===== config.mk =====
export PLATFORM = sky130hd
export DESIGN_NAME = apb_master
export DESIGN_NICKNAME = d
export VERILOG_FILES = /design/src/rtl/apb_master.sv
export SDC_FILE = /design/constraint.sdc
export NUM_CORES = 1
export LEC_CHECK = 0
export ABC_AREA = 0
export BUFFER_PORTS_ARGS = -buffer_cell sky130_fd_sc_hd__clkbuf_2
export CAP_MARGIN = 20
export CORE_ASPECT_RATIO = 1.75
export CORE_MARGIN = 5
export CORE_UTILIZATION = 30
export CTS_BUF_LIST = sky130_fd_sc_hd__clkbuf_2 sky130_fd_sc_hd__clkbuf_4 sky130_fd_sc_hd__clkbuf_8
export DETAILED_ROUTE_END_ITERATION = 8
export GPL_TIMING_DRIVEN = 1
export SYNTH_ARGS = -nofsm -noshare
export SYNTH_HDL_FRONTEND = slang
export SYNTH_SLANG_ARGS = --single-unit

===== constraint.sdc =====
create_clock -name PCLK -period 4.7 [get_ports PCLK]
set_input_delay 0.94 -clock PCLK [delete_from_list [all_inputs] [get_ports PCLK]]
set_output_delay 0.94 -clock PCLK [all_outputs]
set_load 0.03 [all_outputs]

===== src/rtl/apb_master.sv =====
// APB master: turns single-beat commands from a valid/ready request port into
// APB3 SETUP/ACCESS transfers and returns a one-cycle completion pulse.
// Optional feature: define APB_MASTER_TIMEOUT_EN to bound the ACCESS wait on
// PREADY to TIMEOUT_CYCLES cycles (error completion on expiry). In the default
// build the timeout logic is absent and ACCESS waits on PREADY indefinitely.
module apb_master #(
    parameter int DATA_WIDTH     = 32,
    parameter int ADDR_WIDTH     = 10,
    parameter int TIMEOUT_CYCLES = 16
) (
    input  logic                  PCLK,
    input  logic                  PRESETn,
    // command request port
    input  logic                  cmd_valid,
    output logic                  cmd_ready,
    input  logic                  cmd_write,
    input  logic [ADDR_WIDTH-1:0] cmd_addr,
    input  logic [DATA_WIDTH-1:0] cmd_wdata,
    // completion port
    output logic                  rsp_valid,
    output logic [DATA_WIDTH-1:0] rsp_rdata,
    output logic                  rsp_err,
    // APB requester signals
    output logic                  PSEL,
    output logic                  PENABLE,
    output logic                  PWRITE,
    output logic [ADDR_WIDTH-1:0] PADDR,
    output logic [DATA_WIDTH-1:0] PWDATA,
    input  logic [DATA_WIDTH-1:0] PRDATA,
    input  logic                  PREADY,
    input  logic                  PSLVERR
);

    typedef enum logic [1:0] {
        IDLE   = 2'd0,
        SETUP  = 2'd1,
        ACCESS = 2'd2
    } state_t;

    state_t state;

`ifdef APB_MASTER_TIMEOUT_EN
    localparam int CW = $clog2(TIMEOUT_CYCLES + 1);
    // The expiring wait cycle is the one seen with the counter at TIMEOUT_CYCLES-1,
    // i.e. the edge on which the count would reach TIMEOUT_CYCLES.
    localparam logic [CW-1:0] TMO_LAST = CW'(TIMEOUT_CYCLES - 1);

    logic [CW-1:0] wait_cnt;
`endif

    // Transfer sequencer: all APB and completion outputs are registered here.
    always_ff @(posedge PCLK or negedge PRESETn) begin
        if (!PRESETn) begin
            state     <= IDLE;
            cmd_ready <= 1'b0;
            PSEL      <= 1'b0;
            PENABLE   <= 1'b0;
            PWRITE    <= 1'b0;
            PADDR     <= '0;
            PWDATA    <= '0;
            rsp_valid <= 1'b0;
            rsp_rdata <= '0;
            rsp_err   <= 1'b0;
`ifdef APB_MASTER_TIMEOUT_EN
            wait_cnt  <= '0;
`endif
        end else begin
            rsp_valid <= 1'b0;
            case (state)
                IDLE: begin
                    cmd_ready <= 1'b1;
                    if (cmd_valid && cmd_ready) begin
                        state     <= SETUP;
                        cmd_ready <= 1'b0;
                        PSEL      <= 1'b1;
                        PWRITE    <= cmd_write;
                        PADDR     <= cmd_addr;
                        PWDATA    <= cmd_wdata;
`ifdef APB_MASTER_TIMEOUT_EN
                        wait_cnt  <= '0;
`endif
                    end
                end

                SETUP: begin
                    state   <= ACCESS;
                    PENABLE <= 1'b1;
                end

                ACCESS: begin
                    if (PREADY) begin
                        // cmd_ready returns with rsp_valid so the next command
                        // can be taken on the following edge (3-cycle minimum).
                        state     <= IDLE;
                        PSEL      <= 1'b0;
                        PENABLE   <= 1'b0;
                        cmd_ready <= 1'b1;
                        rsp_valid <= 1'b1;
                        rsp_err   <= PSLVERR;
                        if (!PWRITE) begin
                            rsp_rdata <= PRDATA;
                        end
                    end
`ifdef APB_MASTER_TIMEOUT_EN
                    else if (wait_cnt == TMO_LAST) begin
                        state     <= IDLE;
                        PSEL      <= 1'b0;
                        PENABLE   <= 1'b0;
                        cmd_ready <= 1'b1;
                        rsp_valid <= 1'b1;
                        rsp_err   <= 1'b1;
                        rsp_rdata <= '0;
                        wait_cnt  <= '0;
                    end else begin
                        wait_cnt <= wait_cnt + 1'b1;
                    end
`endif
                end

                default: begin
                    state     <= IDLE;
                    PSEL      <= 1'b0;
                    PENABLE   <= 1'b0;
                    cmd_ready <= 1'b0;
                end
            endcase
        end
    end

endmodule


==> flow_metrics.py <==
metrics = {
    "global_route": {
        "grt_max_degree": 83,
        "grt.overflow.total": 0,
        "grt_pass1_vias": 2255,
        "grt_pass1_wl_mm": 11.7,
        "antenna_found_initial": 0,
        "grt_usage_pct": 11.8,
    },
    "synth": {
        "synth-seq-cells": 82,
        "yosysUniqueCellTypes": 18,
        "synth_cells": 179,
        "synth_area_leaders": "dfrtp_1, mux2_4, mux2_2, buf_12, mux2_1",
        "synth_xor_xnor_area_share_pct": 0,
        "synth_edf_count": 0,
        "synthAdderAreaFrac_pct": 0,
        "synth.mux.area_fraction_pct": 30.7,
        "synth_fp_nets": 259,
        "yosys_warnings": 0,
        "synthFlopType": "dfrtp_1",
        "synth.most_common_cell": "dfrtp_1",
        "synth_largest_area_cell": "dfrtp_1",
        "ys_top_cells_by_count": "dfrtp_1, mux2_4, mux2_2",
        "synth_top_family_by_area": "multiplexers",
        "synth_area_mm2": 0.00328,
        "synth_top_area_share_pct": 62.6,
        "async_flop_share_pct": 100,
        "synthSimpleGateAreaFrac_pct": 1.45,
        "synth_compound_gate_area_share_pct": 1.15,
        "avgSynthCellArea_um2": 18.3,
        "ys_seq_area_share_pct": 62.6,
    },
    "cts": {
        "cts_resized": 0,
        "clock_path_buffers": 2,
        "cts_sinks": 82,
        "hold_buffers": 0,
        "tritoncts": "done",
        "numCtsBuffers": 9,
        "root_buffer": "clkbuf_8",
        "clk-insertion-delay-late_ps": 340,
        "htree_num_levels": 3,
        "clk_pin_slew_ps": 80,
        "cts_setup_buffers": 0,
    },
    "sta": {
        "tns_ps": 0,
        "fin_crit_sh_pct": 46.4,
        "hold_viol": 0,
        "slew_headroom_pct": 51.7,
        "rsz0062_at_grt": "false",
        "setup_viol": 0,
        "worstMarginPinSlew_ps": 724,
        "timing.fmax_ghz": 0.458,
        "postLayoutSetupSlackWorst_ps": 2520,
        "drv_slew": 0,
        "finalCriticalPeriod_ps": 2180,
        "fin_skew_ps": 8.71,
    },
    "route": {
        "drt-initial-drc-count": 45,
        "drt-total-wl_mm": 7.48,
        "post_drt_via_cell_ratio": 4.35,
        "top_layer": "met4",
        "firstDrtPassIters": 6,
        "m1WireLength_mm": 2.54,
        "wl_met3_um": 536,
        "dr_total_vias": 2079,
        "wl_per_cell_um": 15.7,
        "wl_met2_mm": 4.21,
        "ant_nets": 0,
        "drc_errors": 0,
    },
    "floorplan": {
        "core_area_mm2": 0.0107,
        "core.rowCount": 50,
        "die_width_um": 89.0,
        "die_area_mm2": 0.0132,
        "io-pin-count": 160,
        "initial_core_util_pct": 30.6,
        "die_h_um": 148,
    },
    "outcome": {
        "status": "complete, no violations",
    },
    "critical_path": {
        "cp_max_fo": 42,
        "r2r-start": "state[0]",
        "cp-end-kind": "register",
        "crit_required_ps": 4930,
        "critPathLaunchType": "input pin",
        "crit_type": "input pin to register",
        "worstRegToRegCells": 3,
        "reg2reg_slack_ps": 2550,
        "r2r_end": "PWDATA[31]",
        "cp.arrival_ps": 2410,
    },
    "power_and_ir_drop": {
        "max-vdd-ir-drop_mv": 0.401,
        "powerDensity_mw_per_mm2": 822,
        "leakagePower_uw": 0.00223,
    },
    "place": {
        "dpl.hpwl_mm": 5.71,
        "gp_congestion": 0.666,
        "post-place-ws_ps": 2130,
        "numPortBuffers": 159,
    },
    "cells_and_area": {
        "diodes": 0,
        "nets": 423,
        "final_util_pct": 40.8,
        "area_growth_pct": 33.3,
        "drive_above_1_share_pct": 72.4,
    },
    "hold_path": {
        "hold_path.class": "input pin to asynchronous set/reset pin",
    },
    "run": {
        "max_cap_viol_count": 0,
    },
}
kinds of logic (layout without fill, tap and decap cells):
logic type      count (synthesis)  count (layout)
mux                            77              77
compound gates                  5               5
flops                          82              82
buf+inv                        10             179
simple gates                    5               5
final cells by class:
type                    instances  area [um2]
clock buffers                  11         139
clock inverters                 5        55.1
fillers                      1063        6330
inverters                       1        3.75
multi-input cells              87        1110
flip-flops and latches         82        2050
well taps                     130         163
repair buffers                162         841
flip-flops by register name, summed over array words and instances (netlist names):
name and flops:
PADDR 10, rsp_valid 1, PSEL 1, PWRITE 1, PWDATA 32, state 2
cmd_ready 1, PENABLE 1, rsp_err 1, rsp_rdata 32
metrics by stage:
stage               instances  total power (uW)  cell area (um2)  hold WS, ps
CTS                       477              3650             4340          493
finish                    478              3590             4370          432
global route              478              3800             4370          401
global placement          461              3100             4150          463
floorplan                 179              2630             3280          533
detailed placement        461              3130             4150          474
per-layer routing:
layer  GRT usage (%)  vias up
met2            20.3       82
li1                -      952
met4            6.33        0
met1            13.0     1033
met3            3.10       12
met5               0        -
critical path: stages:
cell	delay, ps
clkbuf_2	80
nor4bb_4	300
buf_4	660
mux2_2	410
where the power goes:
part | total [uW] | switching [uW] | leakage [uW] | internal, uW
registers | 1270 | 211 | 0.000973 | 1060
logic | 1810 | 1080 | 0.00116 | 731
clock network | 502 | 246 | 0.0000962 | 256
worst max-delay path by stage:
stage,from,to,slack (ps),depth (start not counted)
6_report,cmd_valid,PWDATA[31],2520,4
5_1_grt,state[0],PWDATA[31],2420,3
4_1_cts,state[0],PWDATA[31],2520,3
3_5_place_dp,cmd_valid,PWDATA[31],2130,4
3_3_place_gp,cmd_valid,PADDR[9],2200,4
2_1_floorplan,PREADY,rsp_rdata[0],2750,4
placed cells by master (no fill, tap or decap):
master | synthesis | layout
a211o_1 | 1 | 1
a221oi_1 | 1 | 1
and2b_1 | 1 | 1
and3b_2 | 1 | 1
buf_16 | 0 | 1
buf_4 | 0 | 3
bufinv_16 | 0 | 1
clkbuf_2 | 0 | 158
clkbuf_4 | 0 | 2
clkbuf_8 | 0 | 9
clkinv_2 | 0 | 2
clkinvlp_4 | 0 | 2
dfrtp_1 | 82 | 82
inv_1 | 1 | 1
mux2_1 | 6 | 6
mux2_2 | 34 | 34
mux2_4 | 37 | 37
nor2_1 | 1 | 1
nor4bb_4 | 0 | 2
o21a_1 | 1 | 1
o21ai_0 | 1 | 1
o21bai_1 | 1 | 1
Note: power is estimated with default switching activity, not from simulation.
